--- src/rtl/blkprefix_array_pkg.sv ---
// blkprefix_array_pkg: address derivation, decode result type and byte-lane merge shared by the register bank
package blkprefix_array_pkg;
  localparam int MAX_W = 512;
  typedef logic [MAX_W-1:0] word_t;
  typedef logic [MAX_W/8-1:0] sel_t;
  typedef struct packed {
    logic       hit;
    logic       is_scratch;
    logic       unmapped;
    logic [3:0] blk;
    logic [3:0] reg_idx;
  } dec_t;
  function automatic int clog2(input int v);
    int r;
    r = 0;
    while ((1 << r) < v) r++;
    return r;
  endfunction
  function automatic int stride_f(input int regs);
    return 1 << clog2(regs);
  endfunction
  function automatic int adr_w_f(input int nblks, input int regs);
    return clog2(stride_f(regs) * (nblks + 1));
  endfunction
  function automatic dec_t decode(input logic [31:0] w, input int nblks, input int regs);
    dec_t d;
    logic [31:0] slot, r;
    slot = w >> clog2(regs);
    r = w & (32'(stride_f(regs)) - 32'd1);
    d.is_scratch = w == 32'd0;
    d.hit = slot >= 32'd1 && slot <= 32'(nblks) && r < 32'(regs);
    d.unmapped = ~(d.hit | d.is_scratch);
    d.blk = d.hit ? 4'(slot - 32'd1) : 4'd0;
    d.reg_idx = d.hit ? 4'(r) : 4'd0;
    return d;
  endfunction
  function automatic word_t byte_merge(input word_t old_v, input word_t new_v, input sel_t sel);
    word_t m;
    for (int i = 0; i < MAX_W / 8; i++) m[i*8 +: 8] = {8{sel[i]}};
    return (new_v & m) | (old_v & ~m);
  endfunction
endpackage

--- src/rtl/blkprefix_array_reg.sv ---
// blkprefix_array_reg: one DATA_W register with byte-lane masked write (wreq/sel/din in; q, write strobe out)
module blkprefix_array_reg
  import blkprefix_array_pkg::*;
#(
  parameter int                DATA_W  = 32,
  parameter logic [DATA_W-1:0] RST_VAL = '0
) (
  input  logic                clk_i,
  input  logic                rst_i,
  input  logic                wreq,
  input  logic [DATA_W/8-1:0] sel,
  input  logic [DATA_W-1:0]   din,
  output logic [DATA_W-1:0]   q,
  output logic                stb
);
  assign stb = wreq & ~rst_i;
  always_ff @(posedge clk_i) begin
    if (rst_i) q <= RST_VAL;
    else if (wreq) q <= DATA_W'(byte_merge(word_t'(q), word_t'(din), sel_t'(sel)));
  end
endmodule

--- src/rtl/blkprefix_array.sv ---
// blkprefix_array: Wishbone register bank (scratch + NUM_BLKS x REGS_PER_BLK regs); ports: wb_* slave bus, scratch_o, regs_o, wr_stb_o
module blkprefix_array
  import blkprefix_array_pkg::*;
#(
  parameter int                DATA_W       = 32,
  parameter int                NUM_BLKS     = 2,
  parameter int                REGS_PER_BLK = 3,
  parameter logic [DATA_W-1:0] RST_VAL      = '0,
  localparam int               NREG         = NUM_BLKS * REGS_PER_BLK,
  localparam int               ADR_W        = adr_w_f(NUM_BLKS, REGS_PER_BLK)
) (
  input  logic                   clk_i,
  input  logic                   rst_i,
  input  logic                   wb_cyc_i,
  input  logic                   wb_stb_i,
  input  logic                   wb_we_i,
  input  logic [ADR_W+1:2]       wb_adr_i,
  input  logic [DATA_W/8-1:0]    wb_sel_i,
  input  logic [DATA_W-1:0]      wb_dat_i,
  output logic                   wb_ack_o,
  output logic                   wb_err_o,
  output logic                   wb_rty_o,
  output logic                   wb_stall_o,
  output logic [DATA_W-1:0]      wb_dat_o,
  output logic [DATA_W-1:0]      scratch_o,
  output logic [NREG*DATA_W-1:0] regs_o,
  output logic [NREG-1:0]        wr_stb_o
);
  localparam int IDX_W = clog2(NREG + 1);
  logic                en, rd_req, wr_req, rip, wip, ack_q, err_q, d0_req, unused_stb;
  logic [ADR_W-1:0]    d0_adr;
  logic [DATA_W-1:0]   d0_dat;
  logic [DATA_W/8-1:0] d0_sel;
  dec_t                rd_dec, wr_dec;
  logic [IDX_W-1:0]    rd_idx, wr_idx;
  logic [DATA_W-1:0]   q_all [NREG+1];
  logic [NREG:0]       stb_all, wreq;
  function automatic logic [IDX_W-1:0] idx_of(input dec_t d);
    return d.is_scratch || !d.hit ? '0 : IDX_W'(1 + int'(d.blk) * REGS_PER_BLK + int'(d.reg_idx));
  endfunction
  assign en         = wb_cyc_i & wb_stb_i;
  assign rd_req     = en & ~wb_we_i & ~rip;
  assign wr_req     = en & wb_we_i & ~wip;
  assign rd_dec     = decode(32'(wb_adr_i), NUM_BLKS, REGS_PER_BLK);
  assign wr_dec     = decode(32'(d0_adr), NUM_BLKS, REGS_PER_BLK);
  assign rd_idx     = idx_of(rd_dec);
  assign wr_idx     = idx_of(wr_dec);
  assign wb_ack_o   = ack_q & ~rst_i;
  assign wb_err_o   = err_q & ~rst_i;
  assign wb_rty_o   = 1'b0;
  assign wb_stall_o = en & ~(wb_ack_o | wb_err_o);
  assign scratch_o  = q_all[0];
  assign wr_stb_o   = stb_all[NREG:1];
  assign unused_stb = stb_all[0];
  always_ff @(posedge clk_i) begin
    if (rst_i) begin
      {rip, wip, ack_q, err_q, d0_req} <= '0;
      d0_adr   <= '0;
      d0_dat   <= '0;
      d0_sel   <= '0;
      wb_dat_o <= '0;
    end else begin
      ack_q  <= (rd_req | wr_req) & ~rd_dec.unmapped;
      err_q  <= (rd_req | wr_req) & rd_dec.unmapped;
      rip    <= rd_req | (rip & ~(ack_q | err_q));
      wip    <= wr_req | (wip & ~(ack_q | err_q));
      d0_req <= wr_req;
      d0_adr <= wb_adr_i;
      d0_dat <= wb_dat_i;
      d0_sel <= wb_sel_i;
      if (rd_req) wb_dat_o <= q_all[rd_idx];
    end
  end
  for (genvar i = 0; i <= NREG; i++) begin : g_reg
    assign wreq[i] = d0_req & ~wr_dec.unmapped & (wr_idx == IDX_W'(i));
    blkprefix_array_reg #(.DATA_W(DATA_W), .RST_VAL(RST_VAL)) u_reg (
      .clk_i (clk_i),
      .rst_i (rst_i),
      .wreq  (wreq[i]),
      .sel   (d0_sel),
      .din   (d0_dat),
      .q     (q_all[i]),
      .stb   (stb_all[i])
    );
    if (i > 0) begin : g_out
      assign regs_o[(i-1)*DATA_W +: DATA_W] = q_all[i];
    end
  end
endmodule

--- config.mk ---
export PLATFORM = sky130hd
export DESIGN_NAME = blkprefix_array
export DESIGN_NICKNAME = d
export VERILOG_FILES = /design/src/rtl/blkprefix_array_pkg.sv /design/src/rtl/blkprefix_array_reg.sv /design/src/rtl/blkprefix_array.sv
export SDC_FILE = /design/constraint.sdc
export NUM_CORES = 1
export LEC_CHECK = 0
export BUFFER_PORTS_ARGS = -buffer_cell sky130_fd_sc_hd__buf_2
export CORE_MARGIN = 8
export CORE_UTILIZATION = 26
export CTS_BUF_LIST = sky130_fd_sc_hd__clkbuf_8 sky130_fd_sc_hd__clkbuf_16
export CTS_CLUSTER_DIAMETER = 40
export CTS_CLUSTER_SIZE = 24
export DETAILED_ROUTE_END_ITERATION = 10
export GPL_ROUTABILITY_DRIVEN = 0
export HOLD_SLACK_MARGIN = 0.02
export SLEW_MARGIN = 20
export SYNTH_ARGS = -nofsm -noshare
export SYNTH_HDL_FRONTEND = slang
export SYNTH_SLANG_ARGS = --single-unit
--- constraint.sdc ---
create_clock -name clk_i -period 7.6 [get_ports clk_i]
set_input_delay 0.38 -clock clk_i [delete_from_list [all_inputs] [get_ports clk_i]]
set_output_delay 0.38 -clock clk_i [all_outputs]
set_load 0.02 [all_outputs]
# Word-level counts from Yosys, hierarchy flattened
# Index checks and enable logic that the tools add are counted.
[word_totals]
reg_bits = 301
input_bits = 45
out_inout_bits = 266
word_cells = 114
[op_classes]
n_addsub = 6
mul = 2
order_cmp = 7
n_eq_ne = 6
muxes = 9
n_bitwise = 57
reduce_logical = 11
[op_table]
columns = ["op", "n"]
rows = [
  ["32-bit bitwise AND", 8],
  ["32-bit OR", 7],
  ["32-bit binary-select mux with 3-bit select", 1],
  ["32-bit 2-to-1 mux", 2],
  ["32-bit inverter", 1],
  ["1-bit bitwise AND", 26],
  ["3-bit == test, second input constant", 3],
  ["4-bit logical NOT", 2],
  ["4-bit by 2-bit multiplier with 3-bit output, second input constant", 2],
  ["4-bit 2-to-1 mux", 2],
  ["1-bit inverter", 7],
  ["1-bit OR", 7],
  ["1-bit by 3-bit adder with 3-bit output, first input constant", 2],
  ["3-bit by 2-bit adder with 3-bit output", 2],
  ["3-bit by 2-bit == test with 1-bit output, second input constant", 2],
  ["3-bit 2-to-1 mux", 2],
  ["2-bit by 1-bit subtractor with 3-bit output, second input constant", 2],
  ["2-bit by 1-bit >= comparator with 1-bit output, second input constant", 2],
  ["4-bit >= comparator, second input constant", 1],
  ["2-bit less-or-equal comparator, second input constant", 2],
  ["1-bit logical AND", 4],
  ["2-bit less-than comparator, second input constant", 2],
  ["2-bit 2-to-1 mux", 2],
  ["3-bit inverter with 4-bit output", 1],
  ["other kinds (4)", 6],
]

# Logic depth before layout (Yosys ltp)
# Gate-level depths: netlist of run 1.
[logic_depth]
depth_word = 12
mapped_depth = 15
mapped_depth_nobuf = 11

# Modules after synthesis
# From an unflattened synthesis of run 1, not the netlist that was laid out.
[unflattened]
cells_unflattened = 1570
area_unflattened_um2 = 15803.9
[modules_own_cells]
columns = ["mod", "instances", "cells_each", "area_per_inst_um2", "seq_area_each_um2"]
rows = [
  ["blkprefix_array_reg", 7, 148, 1544.0, 640.6],
  ["blkprefix_array", 1, 534, 4996.0, 1541.5],
]

# Worst setup path after synthesis of run 1
# No wires, ideal clock.
[synth_timing]
kind = "reg-to-output"
from = "register d0_adr[2]"
to = "output port wr_stb_o[1]"
arrival_ps = 3056
required_ps = 7220
path_slack_ps = 4164
path_stages_with_launch = 14
path_buffers = 3
cell_sequence = "dfxtp_1 > inv_1 > ha_1 > buf_2 > nand3_1 > fa_1 > inv_1 > fa_1 > xor2_1 > a31oi_1 > buf_4 > nor2_1 > and3_1 > buf_4"
[synth_between]
elab_chain_cells = 11
elab_cells_between_ends = 19
classes_between = "add/sub (3); mul (1); order compare (2); eq/ne (1); mux (3); bitwise (4); reduce/logical (5)"
[synth_lines]
columns = ["element", "line", "text"]
rows = [
  ["start, declared", "blkprefix_array.sv:31", "logic [ADR_W-1:0] d0_adr;"],
  ["start signal, assigned", "blkprefix_array.sv:68", "d0_adr <= wb_adr_i;"],
  ["2-bit by 1-bit >= comparator with 1-bit output or 2-bit less-or-equal comparator (tied branches)", "blkprefix_array_pkg.sv:31", "d.hit = slot >= 32'd1 && slot <= 32'(nblks) && r < 32'(regs);"],
  ["1-bit logical AND (2 in series)", "blkprefix_array_pkg.sv:31", ""],
  ["4-bit 2-to-1 mux", "blkprefix_array_pkg.sv:33", "d.blk = d.hit ? 4'(slot - 32'd1) : 4'd0;"],
  ["4-bit by 2-bit multiplier with 3-bit output", "blkprefix_array.sv:39", "return d.is_scratch || !d.hit ? '0 : IDX_W'(1 + int'(d.blk) * REGS_PER_BLK + int'(d.reg_idx));"],
  ["1-bit by 3-bit adder with 3-bit output", "blkprefix_array.sv:39", ""],
  ["3-bit by 2-bit adder with 3-bit output", "blkprefix_array.sv:39", ""],
  ["3-bit 2-to-1 mux", "blkprefix_array.sv:39", ""],
  ["3-bit by 2-bit == test with 1-bit output", "blkprefix_array.sv:75", "assign wreq[i] = d0_req & ~wr_dec.unmapped & (wr_idx == IDX_W'(i));"],
  ["1-bit bitwise AND (*)", "blkprefix_array.sv:75", ""],
  ["1-bit bitwise AND (*)", "blkprefix_array_reg.sv:16", "assign stb = wreq & ~rst_i;"],
  ["end, declared", "blkprefix_array.sv:27", "output logic [NREG-1:0] wr_stb_o"],
]
# Mark *: on every way between the ends. The rest lies on a longest branch, timed or not.

# Worst setup path after layout of run 1
[layout_timing]
from = "register d0_adr[2]"
to = "output port wr_stb_o[3]"
[layout_between]
elab_chain_cells = 11
elab_cells_between_ends = 19
classes_between = "add/sub (3); mul (1); order compare (2); eq/ne (1); mux (3); bitwise (4); reduce/logical (5)"
[layout_lines]
columns = ["element", "line"]
rows = [
  ["2-bit by 1-bit >= comparator with 1-bit output or 2-bit less-or-equal comparator (tied branches)", "blkprefix_array_pkg.sv:31"],
  ["1-bit logical AND (2 in series)", "blkprefix_array_pkg.sv:31"],
  ["4-bit 2-to-1 mux", "blkprefix_array_pkg.sv:33"],
  ["4-bit by 2-bit multiplier with 3-bit output", "blkprefix_array.sv:39"],
  ["1-bit by 3-bit adder with 3-bit output", "blkprefix_array.sv:39"],
  ["3-bit by 2-bit adder with 3-bit output", "blkprefix_array.sv:39"],
  ["3-bit 2-to-1 mux", "blkprefix_array.sv:39"],
  ["3-bit == test", "blkprefix_array.sv:75"],
  ["1-bit bitwise AND (*)", "blkprefix_array.sv:75"],
  ["1-bit bitwise AND (*)", "blkprefix_array_reg.sv:16"],
]
# Marked as above.

==> results_dict.tcl, run 1 <==
set metrics [dict create \
    syn_avg_cell_area_um2 10.21 \
    worstSkewPairLatency_ps 570 \
    seq_area_frac_synth_pct 45.52 \
    reg2reg_slack_ps 3050 \
    layout.cells.non_filler 2324 \
    drive_gt1_share_pct 35.07 \
    numCtsBuffers 53 \
    ir_worst_vdd_v 0.0001737 \
    cts_max_level 2 \
    start_util_pct 26.39 \
    dr.pass1.iters 5 \
    cts_tree "done" \
    ctsResizeCount 0 \
    p_per_area_mw_per_mm2 254.3 \
    hold_violations 0 \
    fin_crit_ps 4834 \
    criticalPathCategory "reg2out" \
    netlist-cell-type-count 49 \
    async_reset_ff_share_pct 0 \
    p_leak_nw 9.301 \
    worst_setup_path_start_kind "flip-flop" \
    crit_path_end "wr_stb_o[3]" \
    synth.area.top_cells "dfxtp_1 46%, mux2i_1 17%, nor2_1 6.6%" \
    rows 82 \
    slew_violations 0 \
    ant_nets 0 \
    finalNetCount 1662 \
    r2r-start "d0_adr[2]" \
    setup_viol 0 \
    fmax_ghz 0.2069 \
    critPathArrivalTime_ps 4450 \
    post_cts_buffers 0 \
    drtIter0Drc 561 \
    core_area_mm2 0.05017 \
    ys_warn_count 0 \
    die_h_um 241.6 \
    syn-cell-area_mm2 0.01324 \
    dieArea_mm2 0.05839 \
    grt_pass1_vias 11490 \
    vias_per_cell 4.783 \
    synth_enable_flop_cells 0 \
    status "completed" \
    rsz0062_at_grt "no" \
    fin_skew_ps 12.20 \
    clk_pin_slew_ps 50 \
    synthTopCellsByCount "301 x dfxtp_1, 234 x nor2_1, 224 x mux2i_1" \
    grt_pass1_wl_um 72970 \
    startpoint "d0_adr[2]" \
    dp.cells 2190 \
    endpoint_kind "output pin" \
    synth_top_area_share_pct 45.52 \
    cts_root_buf "clkbuf_16" \
    whs_path_depth 2 \
    clock_path_buffers 3 \
    synth_cells 1297 \
    vias 11120 \
    area_delta_synth_final_pct 32.15 \
    cts.sinks 301 \
    io_pins 311 \
    fillers 4976 \
    grt_usage_pct 16.10 \
    die_x_um 241.6 \
    dpl.hpwl_um 33480 \
    synth-seq-cells 301 \
    yosysMostFrequentCell "dfxtp_1" \
    drc 0 \
    critPathMaxStageDelay_ps 670 \
    grt_overflow_total 0 \
    hp-class "in2reg" \
    cp.required_ps 7220 \
    setup_tns_ps 0 \
    grt_max_degree 93 \
    crit_fanout 13 \
    synth_top_area_cell "dfxtp_1" \
    tightest_slew_ps 1033 \
    drt-total-wl_um 49540 \
    period_share_pct 63.60 \
    worstPathCellList "inv_1 > ha_1 > nand3_1 > fa_1 > inv_1 > fa_1 > xor2_1 > nand4_1 > nand2_1 > nand2_1 > nor3_1 > buf_2" \
    cpMaxStageDelayCell "nand4_1" \
    antenna_found_initial 2 \
    slew_headroom_pct 31.12 \
    ff2ff_path_depth 11 \
    synth-main-ff-cell "dfxtp_1" \
    port_buffers 309 \
    wire_per_inst_um 21.32 \
    cap_violations 0 \
]
stage by stage:
| step | setup slack (ps) | area [µm²] | utilization (%) | hold slack (ps) | total power, W |
|---|---|---|---|---|---|
| finish | 2766 | 17490 | 34.87 | 92.24 | 0.004448 |
| global placement | 2808 | 15280 | 30.46 | 470.7 | 0.001997 |
| detailed placement | 2745 | 15280 | 30.46 | 489.6 | 0.002006 |
| floorplan | 4164 | 13240 | - | 458.6 | 0.001890 |
| CTS | 2746 | 17490 | 34.86 | 50.67 | 0.004500 |
| global route | 2389 | 17490 | 34.86 | 80.70 | 0.004601 |
power breakdown:
group	leakage (nW)	switching, W	total (W)	internal, W
Combinational	5.95	0.000246	0.000353	0.000106
Sequential	2.44	0.0000304	0.00163	0.00160
Clock	0.911	0.000905	0.00246	0.00156
Total	9.30	0.00118	0.00445	0.00327
worst max-delay path: cells and delay by family, from the launching register on:
kind                       cells  cell delay [ps]
adders and majority gates      3             1430
DFF                            1              300
and+or+nand+nor                5             1420
buffers and inverters          3              380
xor gates and xnor gates       1              330
worst min path at each step:
stage	from	end	slack, ps
global route	wb_sel_i[2]	d0_sel[2]	80
finish	wb_sel_i[2]	d0_sel[2]	90
CTS	wb_sel_i[2]	d0_sel[2]	50
detailed placement	wip	wip	490
global placement	wip	wip	470
floorplan	wip	wip	460
routing by layer:
| layer | GRT usage [%] | vias up | wire length, µm | part of all wire (%) |
|---|---|---|---|---|
| met3 | 4.398 | 119 | 3416 | 6.9 |
| met2 | 26.95 | 409 | 23510 | 47 |
| met5 | 0 | - | 10 | 0.020 |
| met1 | 19.07 | 5380 | 20790 | 42 |
| met4 | 7.245 | 2 | 1817 | 3.7 |
| li1 | - | 5206 | - | - |
repair_timing:
action | 4_1_cts | 5_1_grt
endpoints found under the hold margin | 34 | 0
hold buffers | 34 | 0
endpoints found under the setup margin | 0 | 0
final cells by class:
cell class	instances	area, µm²	area share (%)
clock inverter	40	437.9	2.503
clock buffer	59	1431	8.183
multi-input combinational	885	6734	38.50
antenna	1	2.502	0.01431
tap	672	840.8	4.807
timing repair buffer	353	1972	11.27
sequential	301	6026	34.45
inverter	13	48.80	0.2790
cells by family after synthesis:
kind of cell	synth area share, %
muxes	25.90
AOI/OAI and AO/OA	10.00
other	0.05673
and+or+nand+nor	13.03
buffers and inverters	3.913
adders and majority gates	1.172
xor gates and xnor gates	0.4064
DFF	45.52
cell usage in the layout (no fill, tap or decap), types with 10 or more instances in the layout:
cell type / count
inv_6: 12
nor2_1: 233
o21ai_0: 65
a21oi_1: 67
buf_4: 10
dlygate4sd3_1: 34
mux2_4: 28
nand2_1: 11
buf_2: 308
inv_1: 14
nor2b_1: 40
mux2_2: 68
clkbuf_16: 55
nor3_1: 38
a221oi_2: 28
dfxtp_1: 301
mux2i_1: 224
No activity file was read; power rests on OpenSTA's default activity.
==> run 2, diff against run 1 <==
- clock period: 7.6 -> 4.53 ns (I/O delays scaled with it)
==> results_dict.tcl, run 2 (synthesis gave the netlist of run 1 again) <==
set metrics [dict create \
    status "completed" \
    port_buffers 309 \
    clk_pin_slew_ps 50 \
    drive_gt1_share_pct 36.15 \
    drt-total-wl_um 49050 \
    io_pins 311 \
    cp_num_buf_inv 4 \
    clock_path_buffers 3 \
    final_common_cell "buf_2" \
    grt_overflow_total 0 \
    wire_per_inst_um 20.73 \
    area_delta_synth_final_pct 36.15 \
    ant_nets 0 \
    final_area_mm2 0.01802 \
    criticalPathCategory "reg2out" \
    finalNetCount 1700 \
    critPathArrivalTime_ps 4070 \
    dieArea_mm2 0.05839 \
    fmax_ghz 0.2328 \
    core_area_mm2 0.05017 \
    vias 11230 \
    p_per_area_mw_per_mm2 438.1 \
    start_util_pct 26.39 \
    ff2ff_path_depth 11 \
    die_x_um 241.6 \
    crit_family "adder cells" \
    period_share_pct 94.82 \
    fin_crit_ps 4296 \
    crit_path_end "wr_stb_o[0]" \
    hp-class "in2reg" \
    worst_setup_path_start_kind "flip-flop" \
    ir_worst_vdd_v 0.0002671 \
    numCtsBuffers 57 \
    cts_root_buf "clkbuf_16" \
    grt_max_degree 98 \
    die_h_um 241.6 \
    cap_violations 0 \
    tightest_slew_ps 1049 \
    vias_per_cell 4.747 \
    dpl.hpwl_um 32790 \
    p_leak_nw 9.561 \
    setup_tns_ps 0 \
    slew_headroom_pct 30.09 \
    crit_cells 13 \
    rows 82 \
    hold_violations 0 \
    fin_skew_ps 22.21 \
    placed_area_mm2 0.01546 \
    endpoint_kind "output pin" \
    grt_usage_pct 16.01 \
    final_cell_mix "308 x buf_2, 301 x dfxtp_1, 233 x nor2_1" \
    dr.pass1.iters 5 \
    drtIter0Drc 566 \
    startpoint "d0_adr[2]" \
    reg2reg_slack_ps 490 \
    fillers 4982 \
    crit_fanout 13 \
    cts_tree "done" \
    drc 0 \
    grt_pass1_wl_um 73820 \
    cts.sinks 301 \
    worstSkewPairLatency_ps 580 \
    critPathMaxStageDelay_ps 560 \
    setup_viol 0 \
    worstPathCellList "inv_1 > ha_1 > nand3_1 > fa_1 > inv_1 > fa_1 > xor2_2 > and4_1 > buf_4 > nor2_1 > nand3_1 > nor2_1 > buf_2" \
    grt_pass1_vias 11720 \
    slew_violations 0 \
    r2r-start "d0_adr[2]" \
    cp.required_ps 4300 \
    cpMaxStageDelayCell "fa_1" \
    antenna_found_initial 2 \
    rsz0062_at_grt "no" \
    cts_max_level 2 \
]
-- run 2: changes by cell type in the layout (fill, tap and decap cells not counted), moves of 2 or more --
cell / change
buf_12: +2
clkbuf_8: +2
clkbuf_16: +4
bufinv_16: +3
buf_4: +22
dlygate4sd3_1: +10
-- run 2: power by group --
part           internal, W  switching, W
combinational     0.000200      0.000432
sequential         0.00269     0.0000515
clock              0.00297       0.00156
-- run 2: worst min path at each step --
| stage | from | end | cells past startpoint |
|---|---|---|---|
| 2_1_floorplan | wb_adr_i[3] | d0_adr[1] | 1 |
| 3_3_place_gp | wb_dat_i[7] | d0_dat[7] | 2 |
| 3_5_place_dp | wb_dat_i[6] | d0_dat[6] | 2 |
| 4_1_cts | rst_i | d0_adr[3] | 2 |
| 5_1_grt | rst_i | flip-flop | 2 |
| 6_report | rst_i | flip-flop | 2 |
-- run 2: routing by layer --
layer | global-route usage, % | vias up | share of wire [%]
li1 | - | 5284 | -
met1 | 19.72 | 5505 | 44
met2 | 27.42 | 375 | 49
met3 | 4.211 | 66 | 6.2
met4 | 4.104 | 2 | 1.7
met5 | 0 | - | 0.024
-- run 2: timing repair --
action                                  in CTS  in global routing
hold buffers                                44                  0
hold endpoints to repair                    43                  0
endpoints found under the setup margin       1                  2
pin swaps                                    1                  1
buffers inserted                             1                  2
resized for setup                            0                  2
-- run 2: metrics by stage --
step	cells	utilization, %	power (W)	hold WS [ps]	setup slack (ps)
final	2366	35.92	0.007896	64.06	234.5
after global routing	2365	35.92	0.008170	60.31	12.39
after CTS	2363	35.86	0.007996	45.06	151.4
after global placement	2211	30.82	0.003385	434.3	652.3
after floorplan	1298	-	0.003170	354.7	1181
after detailed placement	2211	30.82	0.003394	441.1	525.2
-- run 2: area by class of cell --
type / instances / area, µm² / area share, %
diodes: 1 / 2.502 / 0.01388
clock buffers: 65 / 1559 / 8.650
clock inverters: 42 / 519.2 / 2.881
inverters: 13 / 48.80 / 0.2707
multi-input cells: 885 / 6750 / 37.45
flip-flops and latches: 301 / 6026 / 33.43
well taps: 672 / 840.8 / 4.665
repair buffers: 387 / 2277 / 12.63
